<file path="config.mk">
export PLATFORM = sky130hd
export DESIGN_NAME = alu_muldiv_control
export DESIGN_NICKNAME = d
export VERILOG_FILES = /design/src/rtl/alu_pkg.sv /design/src/rtl/muldiv_iter.sv /design/src/rtl/alu_muldiv_control.sv
export SDC_FILE = /design/constraint.sdc
export NUM_CORES = 1
export LEC_CHECK = 0
export BUFFER_PORTS_ARGS = -buffer_cell sky130_fd_sc_hd__buf_2
export CAP_MARGIN = 20
export CORE_MARGIN = 2
export CORE_UTILIZATION = 60
export CTS_CLUSTER_DIAMETER = 30
export DETAILED_ROUTE_END_ITERATION = 6
export GPL_ROUTABILITY_DRIVEN = 0
export PLACE_DENSITY = 0.79
export SYNTH_ARGS = -nofsm -noshare
export SYNTH_HDL_FRONTEND = slang
export SYNTH_SLANG_ARGS = --single-unit
</file>
<file path="constraint.sdc">
create_clock -name clock -period 5.8 [get_ports clock]
set_input_delay 1.16 -clock clock [delete_from_list [all_inputs] [get_ports clock]]
set_output_delay 1.16 -clock clock [all_outputs]
set_load 0.05 [all_outputs]
</file>
<file path="src/rtl/alu_pkg.sv">
// Shared ALU control encodings: ALUOp classes, funct codes, ALU opcodes and
// the multiply/divide sequencer state encoding.
package alu_pkg;

    typedef enum logic [1:0] {
        ST_IDLE = 2'd0,
        ST_MUL  = 2'd1,
        ST_DIV  = 2'd2,
        ST_FIX  = 2'd3
    } md_state_e;

    localparam logic [1:0] ALUOP_ADD   = 2'b00;
    localparam logic [1:0] ALUOP_SUB   = 2'b01;
    localparam logic [1:0] ALUOP_RTYPE = 2'b10;
    localparam logic [1:0] ALUOP_AND   = 2'b11;

    localparam logic [3:0] OP_AND = 4'b0000;
    localparam logic [3:0] OP_OR  = 4'b0001;
    localparam logic [3:0] OP_ADD = 4'b0010;
    localparam logic [3:0] OP_SUB = 4'b0110;
    localparam logic [3:0] OP_SLT = 4'b0111;
    localparam logic [3:0] OP_NOR = 4'b1100;

    localparam logic [5:0] FN_ADD   = 6'b100000;
    localparam logic [5:0] FN_SUB   = 6'b100010;
    localparam logic [5:0] FN_AND   = 6'b100100;
    localparam logic [5:0] FN_OR    = 6'b100101;
    localparam logic [5:0] FN_NOR   = 6'b100111;
    localparam logic [5:0] FN_SLT   = 6'b101010;
    localparam logic [5:0] FN_JR    = 6'b001000;
    localparam logic [5:0] FN_MULT  = 6'b011000;
    localparam logic [5:0] FN_MULTU = 6'b011001;
    localparam logic [5:0] FN_DIV   = 6'b011010;
    localparam logic [5:0] FN_DIVU  = 6'b011011;
    localparam logic [5:0] FN_MFHI  = 6'b010000;
    localparam logic [5:0] FN_MTHI  = 6'b010001;
    localparam logic [5:0] FN_MFLO  = 6'b010010;
    localparam logic [5:0] FN_MTLO  = 6'b010011;

    // mult/multu/div/divu share the 0110xx pattern
    function automatic logic is_muldiv(input logic [5:0] f);
        return f[5:2] == 4'b0110;
    endfunction

endpackage

</file>
<file path="src/rtl/muldiv_iter.sv">
// Iterative unsigned-magnitude multiply / restoring divide engine with a
// combinational sign-correction stage read out during the FIX cycle.
module muldiv_iter #(
    parameter int WIDTH = 32
) (
    input  logic             clock,
    input  logic             reset_n,
    input  logic             load_i,
    input  logic             step_i,
    input  logic             is_div_i,
    input  logic             is_signed_i,
    input  logic [WIDTH-1:0] op_a_i,
    input  logic [WIDTH-1:0] op_b_i,
    output logic [WIDTH-1:0] res_hi_o,
    output logic [WIDTH-1:0] res_lo_o
);

    logic [WIDTH-1:0] acc_q, acc_d;
    logic [WIDTH-1:0] quo_q, quo_d;
    logic [WIDTH-1:0] opb_q, opb_d;
    logic             div_q, div_d;
    logic             neg_q, neg_d;
    logic             rneg_q, rneg_d;

    logic             div_zero;
    logic             a_neg, b_neg;
    logic [WIDTH-1:0] mag_a, mag_b;
    logic [WIDTH:0]   sum;
    logic [WIDTH:0]   shifted;
    logic [WIDTH:0]   diff;
    logic [2*WIDTH-1:0] prod;

    // Divide-by-zero runs unsigned on the raw operands: the restoring loop
    // then naturally yields quotient all-ones and remainder = dividend.
    assign div_zero = is_div_i && (op_b_i == '0);
    assign a_neg    = is_signed_i && !div_zero && op_a_i[WIDTH-1];
    assign b_neg    = is_signed_i && !div_zero && op_b_i[WIDTH-1];
    assign mag_a    = a_neg ? (~op_a_i + 1'b1) : op_a_i;
    assign mag_b    = b_neg ? (~op_b_i + 1'b1) : op_b_i;

    assign sum     = {1'b0, acc_q} + {1'b0, opb_q};
    assign shifted = {acc_q, quo_q[WIDTH-1]};
    assign diff    = shifted - {1'b0, opb_q};

    always_comb begin
        acc_d  = acc_q;
        quo_d  = quo_q;
        opb_d  = opb_q;
        div_d  = div_q;
        neg_d  = neg_q;
        rneg_d = rneg_q;
        if (load_i) begin
            acc_d  = '0;
            quo_d  = mag_a;
            opb_d  = mag_b;
            div_d  = is_div_i;
            neg_d  = a_neg ^ b_neg;
            rneg_d = is_div_i ? a_neg : (a_neg ^ b_neg);
        end else if (step_i) begin
            if (div_q) begin
                if (shifted >= {1'b0, opb_q}) begin
                    acc_d = diff[WIDTH-1:0];
                    quo_d = {quo_q[WIDTH-2:0], 1'b1};
                end else begin
                    acc_d = shifted[WIDTH-1:0];
                    quo_d = {quo_q[WIDTH-2:0], 1'b0};
                end
            end else begin
                if (quo_q[0]) begin
                    acc_d = sum[WIDTH:1];
                    quo_d = {sum[0], quo_q[WIDTH-1:1]};
                end else begin
                    acc_d = {1'b0, acc_q[WIDTH-1:1]};
                    quo_d = {acc_q[0], quo_q[WIDTH-1:1]};
                end
            end
        end
    end

    always_ff @(posedge clock or negedge reset_n) begin
        if (!reset_n) begin
            acc_q  <= '0;
            quo_q  <= '0;
            opb_q  <= '0;
            div_q  <= 1'b0;
            neg_q  <= 1'b0;
            rneg_q <= 1'b0;
        end else begin
            acc_q  <= acc_d;
            quo_q  <= quo_d;
            opb_q  <= opb_d;
            div_q  <= div_d;
            neg_q  <= neg_d;
            rneg_q <= rneg_d;
        end
    end

    assign prod = neg_q ? (~{acc_q, quo_q} + 1'b1) : {acc_q, quo_q};

    always_comb begin
        if (div_q) begin
            res_lo_o = neg_q  ? (~quo_q + 1'b1) : quo_q;
            res_hi_o = rneg_q ? (~acc_q + 1'b1) : acc_q;
        end else begin
            res_lo_o = prod[WIDTH-1:0];
            res_hi_o = prod[2*WIDTH-1:WIDTH];
        end
    end

endmodule

</file>
<file path="src/rtl/alu_muldiv_control.sv">
// ALU control decode plus the HI/LO multiply/divide sequencer.
// state | meaning
// IDLE  | accepting issue; mthi/mtlo write directly
// MUL   | WIDTH shift-add steps in muldiv_iter
// DIV   | WIDTH restoring shift-subtract steps in muldiv_iter
// FIX   | sign correction; hi/lo written on the edge leaving this state
module alu_muldiv_control
    import alu_pkg::*;
#(
    parameter int WIDTH = 32
) (
    input  logic             clock,
    input  logic             reset_n,
    input  logic [1:0]       ALUOp,
    input  logic [5:0]       funct,
    input  logic             issue,
    input  logic [WIDTH-1:0] rs_data,
    input  logic [WIDTH-1:0] rt_data,
    output logic [3:0]       operation,
    output logic             jrEnable,
    output logic             busy,
    output logic [WIDTH-1:0] hi,
    output logic [WIDTH-1:0] lo,
    output logic [WIDTH-1:0] mf_result,
    output logic             mf_select
);

    localparam int CW = $clog2(WIDTH);

    md_state_e        state_q, state_d;
    logic [CW-1:0]    cnt_q, cnt_d;
    logic [WIDTH-1:0] hi_q, hi_d;
    logic [WIDTH-1:0] lo_q, lo_d;

    logic             rtype;
    logic             md_issue;
    logic             load;
    logic             step;
    logic             fix_wr;
    logic [WIDTH-1:0] res_hi, res_lo;

    assign rtype    = (ALUOp == ALUOP_RTYPE);
    assign md_issue = issue && rtype && is_muldiv(funct);

    always_comb begin
        operation = OP_AND;
        jrEnable  = 1'b0;
        case (ALUOp)
            ALUOP_ADD: operation = OP_ADD;
            ALUOP_SUB: operation = OP_SUB;
            ALUOP_AND: operation = OP_AND;
            default: begin
                case (funct)
                    FN_ADD: operation = OP_ADD;
                    FN_SUB: operation = OP_SUB;
                    FN_AND: operation = OP_AND;
                    FN_OR:  operation = OP_OR;
                    FN_NOR: operation = OP_NOR;
                    FN_SLT: operation = OP_SLT;
                    FN_JR: begin
                        operation = OP_ADD;
                        jrEnable  = 1'b1;
                    end
                    default: operation = OP_AND;
                endcase
            end
        endcase
    end

    always_ff @(posedge clock or negedge reset_n) begin
        if (!reset_n) begin
            state_q <= ST_IDLE;
        end else begin
            state_q <= state_d;
        end
    end

    always_comb begin
        state_d = state_q;
        case (state_q)
            ST_IDLE: if (md_issue) state_d = funct[1] ? ST_DIV : ST_MUL;
            ST_MUL,
            ST_DIV:  if (cnt_q == '0) state_d = ST_FIX;
            ST_FIX:  state_d = ST_IDLE;
            default: state_d = ST_IDLE;
        endcase
    end

    always_comb begin
        busy   = (state_q != ST_IDLE);
        load   = (state_q == ST_IDLE) && md_issue;
        step   = (state_q == ST_MUL) || (state_q == ST_DIV);
        fix_wr = (state_q == ST_FIX);
    end

    // Step down-counter: loaded with WIDTH-1, terminal count selects FIX
    always_comb begin
        cnt_d = cnt_q;
        if (load) begin
            cnt_d = CW'(WIDTH - 1);
        end else if (step && cnt_q != '0) begin
            cnt_d = cnt_q - 1'b1;
        end
    end

    always_ff @(posedge clock or negedge reset_n) begin
        if (!reset_n) begin
            cnt_q <= '0;
        end else begin
            cnt_q <= cnt_d;
        end
    end

    muldiv_iter #(.WIDTH(WIDTH)) u_muldiv_iter (
        .clock      (clock),
        .reset_n    (reset_n),
        .load_i     (load),
        .step_i     (step),
        .is_div_i   (funct[1]),
        .is_signed_i(~funct[0]),
        .op_a_i     (rs_data),
        .op_b_i     (rt_data),
        .res_hi_o   (res_hi),
        .res_lo_o   (res_lo)
    );

    always_comb begin
        hi_d = hi_q;
        lo_d = lo_q;
        if (fix_wr) begin
            hi_d = res_hi;
            lo_d = res_lo;
        end else if (!busy && issue && rtype) begin
            if (funct == FN_MTHI) hi_d = rs_data;
            if (funct == FN_MTLO) lo_d = rs_data;
        end
    end

    always_ff @(posedge clock or negedge reset_n) begin
        if (!reset_n) begin
            hi_q <= '0;
            lo_q <= '0;
        end else begin
            hi_q <= hi_d;
            lo_q <= lo_d;
        end
    end

    assign hi = hi_q;
    assign lo = lo_q;

    always_comb begin
        mf_select = 1'b0;
        mf_result = '0;
        if (rtype && funct == FN_MFHI) begin
            mf_select = 1'b1;
            mf_result = hi_q;
        end else if (rtype && funct == FN_MFLO) begin
            mf_select = 1'b1;
            mf_result = lo_q;
        end
    end

endmodule

</file>
---- Word level (Yosys, flattened, before mapping) ----
Cells that the tools add are included.
word-level totals
  register bits ........................... 170
  bits of input ports ..................... 75
  output and inout port bits .............. 103
  logic and storage cells ................. 115
cells by class
  add/subtract/negate cells ............... 8
  magnitude comparators ................... 1
  equal/unequal tests ..................... 19
  multiplexer cells ....................... 38
  bitwise logic cells ..................... 7
  reduce and logical (&&, ||, !) cells .... 32
operators with widths
  kind                   count
  $mux 32                23
  $add 32x1->32 const B  4
  $not 32->32            4
  $add 64x1->64 const B  1
  $mux 64                1
  $not 64->64            1
  $add 32x32->33         1
  $ge 33x32->1           1
  $logic_not 32->1       1
  $sub 32x32->32         1
  $eq 6x6->1 const B     5
  $eq 6x5->1 const B     4
  $pmux 4 s5             1
  $logic_and 1x1->1      12
  $pmux 4 s3             1
  $reduce_bool 2->1      6
  $mux 5                 2
  $eq 2x2->1 const B     4
  $eq 6x4->1 const B     1
  $mux 1                 6
  $mux 2                 3
  $pmux 2 s3             1
  $reduce_and 2->1       3
  $logic_not 5->1        1
  12 further kinds       17

---- Depth between registers and ports, before layout ----
  depth after elaboration ................. 7
  mapped depth ............................ 15
  mapped depth without buffers ............ 14

---- Cells and area by module ----
A second synthesis with hierarchy kept.
unflattened totals
  cells, all modules ...................... 2,007
  area total of the unflattened synthesis .. 15,864.0 µm²
modules (own cells, without submodules)
  module              times used  cells each  area an instance (µm²)  seq. area each (µm²)
  muldiv_iter         1           1,582       11,629.9                2,477.4
  alu_muldiv_control  1           425         4,234.1                 1,776.7

---- Worst setup path before layout ----
No wires, ideal clock.
  kind .................................... input port to output port
  start ................................... input funct[1]
  end ..................................... output operation[1]
  arrival ................................. 2.757 ns
  required time ........................... 4.640 ns
  setup slack ............................. 1.883 ns
  cell stages on the path ................. 5
  path buffers ............................ 1
  path through ............................ clkbuf_1 -> nand2b_1 -> xnor2_1 -> nand2_1 -> o21ai_0
on the way
  word-level cells in the longest chain between the ends .. 4
  elaborated cells between the ends (all ways) .. 9
  classes of those cells .................. eq/ne (6); mux (2); reduce/logical (1)
RTL lines
  element                                          RTL line                  text
  from (decl)                                      alu_muldiv_control.sv:15  input logic [5:0] funct,
  $eq 6x4->1 / $eq 6x6->1 (equally long branches)  alu_muldiv_control.sv:53  case (funct)
  $reduce_or 2->1 (no line)                        -
  $pmux 4 s5 *                                     alu_muldiv_control.sv:53
  $pmux 4 s3 *                                     alu_muldiv_control.sv:48  case (ALUOp)
  to (decl)                                        alu_muldiv_control.sv:19  output logic [3:0] operation,
Every way passes the cells marked *; elsewhere a longest branch is shown, timed or not.

---- Final worst setup path ----
  start ................................... register u_muldiv_iter.acc_q[9]
  end ..................................... register u_muldiv_iter.acc_q[22]
on the way
  word-level cells in the longest chain between the ends .. 5
  elaborated cells between the ends (all ways) .. 8
  classes of those cells .................. add/sub (2); order compare (1); mux (5)
RTL lines
  element                                       RTL line                              text
  from (decl)                                   muldiv_iter.sv:18                     logic [WIDTH-1:0] acc_q, acc_d;
  from (signal assigned)                        muldiv_iter.sv:82                     acc_q <= '0;
  from (signal assigned)                        muldiv_iter.sv:89                     acc_q <= acc_d;
  $add 32x32->33, or another cell as far along  muldiv_iter.sv:41                     assign sum = {1'b0, acc_q} + {1'b0, opb_q};
  $mux 32, on equally long branches             muldiv_iter.sv:69, muldiv_iter.sv:61
  $mux 32 *                                     muldiv_iter.sv:60                     if (div_q) begin
  $mux 32 *                                     muldiv_iter.sv:59                     end else if (step_i) begin
  $mux 32 *                                     muldiv_iter.sv:52                     if (load_i) begin
Every way passes the cells marked *; elsewhere a longest branch is shown, timed or not. The select of a mux whose other input is x is not followed.
A chain may end at the register's enable or synchronous reset.

==> impl_metrics.toml <==
[finish]
final_area_um2 = 17000
finalNetCount = 2176
fin_util_pct = 67.3
final_cells = 2369
diodes = 0
drive_gt1_share_pct = 13.6
area_growth_pct = 10.1

[drt]
via_per_inst = 6.30
antenna_left = 0
highest_layer = "met4"
routed_wirelength_mm = 44.5
drtPass1Iterations = 6
drt_iter0_markers = 1527
wl_met2_mm = 20.7
drcViolationCount = 0
wl_met3_mm = 3.56
wl_met1_mm = 18.6
wl_per_cell_um = 18.8
num_vias = 14900

[clocking]
post_cts_resized = 0
cts_buffers = 17
clockBufferDepth = 2
cts_hold_buf = 0
post_cts_buffers = 0
clk_pin_slew_ns = 0.08
cts_tree = "built"
clkSinkCount = 170
insertion_delay_ns = 0.45
clock-root-buffer = "clkbuf_16"
cts-htree-levels = 4

[placed_design]
dp_hpwl_mm = 33.1
pre_cts_slack_ns = 1.59
dpl.cell_count = 2335
port-buffer-count = 177
place_area_um2 = 16300

[timing]
timing.setup.tns_ns = 0
final.period_utilization_pct = 68.5
worstMarginPinSlew_ns = 1.00
setup-violations-final = 0
layout_setup_ws_ns = 1.82
fmax_ghz = 0.252
drv_slew = 0
hold_viol = 0
holdWs_ns = 0.536
fin_worst_skew_ns = 0.0204
period_needed_ns = 3.98
rsz0062_at_grt = "false"
maxSlewHeadroom_pct = 32.4

[worst_setup_path]
worstSetupPathType = "flop to flop"
startpoint_type = "flop"
ff2ff_path_depth = 10
cp_max_fo = 26
cp-end-kind = "flop"
cp.required_ns = 6.12
arrival_ns = 4.29

[min_path]
min-delay-path-class = "flop to flop"
hold_depth = 2

[floorplan]
dieArea_um2 = 27000
die_y_um = 164
io_pins = 178
core_um2 = 25200
row_count = 58
start_util_pct = 61.1
die_width_um = 164

[synth]
ys_types = 88
ys_warn_count = 0
synthTopCellsByArea = "dfrtp_1 (28%), mux2i_1 (9.3%), o21ai_0 (6.7%), nand2_1 (6.1%), ha_1 (5.9%)"
netlist_area_um2 = 15400
synth.avg_cell_area_um2 = 7.97
synth_edf_count = 0
yosysSeqAreaShare_pct = 27.6
yosysMostFrequentCell = "nand2_1"
ys_top_cells_by_count = "nand2_1 (251), o21ai_0 (205), dfrtp_1 (170), mux2i_1 (143), nor2_1 (123)"
syn_nets = 2081
ys_seq_elements = 170
netlist_instances = 1931
yosys_most_used_dff = "dfrtp_1"
synth_top_area_cell = "dfrtp_1"
synth-async-reset-ratio_pct = 100
yosys.area.top_type_share_pct = 27.6

[power_and_ir_drop]
leakagePower_nw = 8.06
finalPower_mw = 9.36
peakVddDrop_mv = 0.311
power-per-cell-area_nw_per_um2 = 552

[global_routing]
grt_pass1_vias = 14100
track_usage_pct = 33.1
antenna_found_initial = 0
grt_max_degree = 102
grt_overflow = 0
grt_pass1_wl_mm = 71.9

[status]
status = "finished clean"

[job]
maxCapViolCount = 0
-- critical path, stage by stage, from the launching register on --
cell      delay [ns]
dfrtp_1         0.63
ha_1            0.37
a21oi_1         0.30
o211ai_1        0.19
a21boi_0        0.31
nor3_1          0.14
o21ai_0         0.39
and3_1          0.84
nor2_1          0.13
a211o_1         0.30
a32o_1          0.24
-- power breakdown --
part	leakage, nW	switching (mW)	internal [mW]	total, mW
clock network	0.285	0.575	0.576	1.15
logic	5.75	3.66	2.13	5.79
registers	2.03	0.757	1.66	2.42
-- flip-flops by register name, indices dropped and copies added, names as in the netlist --
register,count
cnt_q,5
u_muldiv_iter.acc_q,32
state_q,2
hi,32
lo,32
u_muldiv_iter.rneg_q,1
u_muldiv_iter.quo_q,32
u_muldiv_iter.div_q,1
u_muldiv_iter.opb_q,32
u_muldiv_iter.neg_q,1
-- cell type report --
class                           count  area, um2
Inverter                           79        297
Sequential cell                   170       4260
Timing Repair Buffer              197       1050
Tap cell                          330        413
Multi-Input combinational cell   1561      10400
Clock buffer                       17        425
Fill cell                        2135       8220
Clock inverter                     15        156
-- kinds of logic (layout without fill, tap and decap cells) --
| kind of cell | count (synthesis) | in the layout | share of synthesized area [%] |
|---|---|---|---|
| xor gates and xnor gates | 178 | 178 | 10.1 |
| buffers and inverters | 200 | 308 | 5.26 |
| AOI/OAI and AO/OA | 568 | 568 | 22.9 |
| muxes | 148 | 148 | 9.66 |
| and+or+nand+nor | 592 | 592 | 18.2 |
| adders and majority gates | 75 | 75 | 6.19 |
| DFF | 170 | 170 | 27.6 |
-- per-layer routing --
| layer | vias to the layer above | track usage, % |
|---|---|---|
| li1 | 7100 | - |
| met1 | 7051 | 43.4 |
| met2 | 678 | 54.7 |
| met3 | 91 | 4.77 |
| met4 | 0 | 13.6 |
| met5 | - | 0 |
-- layout by cell type (no fill, tap or decap), drive strengths merged, types with 39 or more instances in the layout --
cell and count:
inv 86, o21ai 226, a21o 39, xor2 93
a21oi 108, nand2 252, buf 197, dfrtp 170
xnor2 85, mux2i 143, o211ai 48, ha 73
nor2 123
-- worst paths after layout --
check	from	slack, ns	endpoint
worst max-delay path	u_muldiv_iter.acc_q[9]$_DFFE_PN0P_	1.82	u_muldiv_iter.acc_q[22]$_DFFE_PN0P_
worst min-delay path	u_muldiv_iter.opb_q[21]$_DFFE_PN0P_	0.54	u_muldiv_iter.opb_q[21]$_DFFE_PN0P_
worst max register to register	u_muldiv_iter.acc_q[9]$_DFFE_PN0P_	1.82	u_muldiv_iter.acc_q[22]$_DFFE_PN0P_
worst min register to register	u_muldiv_iter.opb_q[21]$_DFFE_PN0P_	0.54	u_muldiv_iter.opb_q[21]$_DFFE_PN0P_
max in group asynchronous	reset_n	3.90	hi[3]$_DFFE_PN0P_
min in group asynchronous	reset_n	0.80	hi[25]$_DFFE_PN0P_
Note: power is estimated with default switching activity, not from simulation.
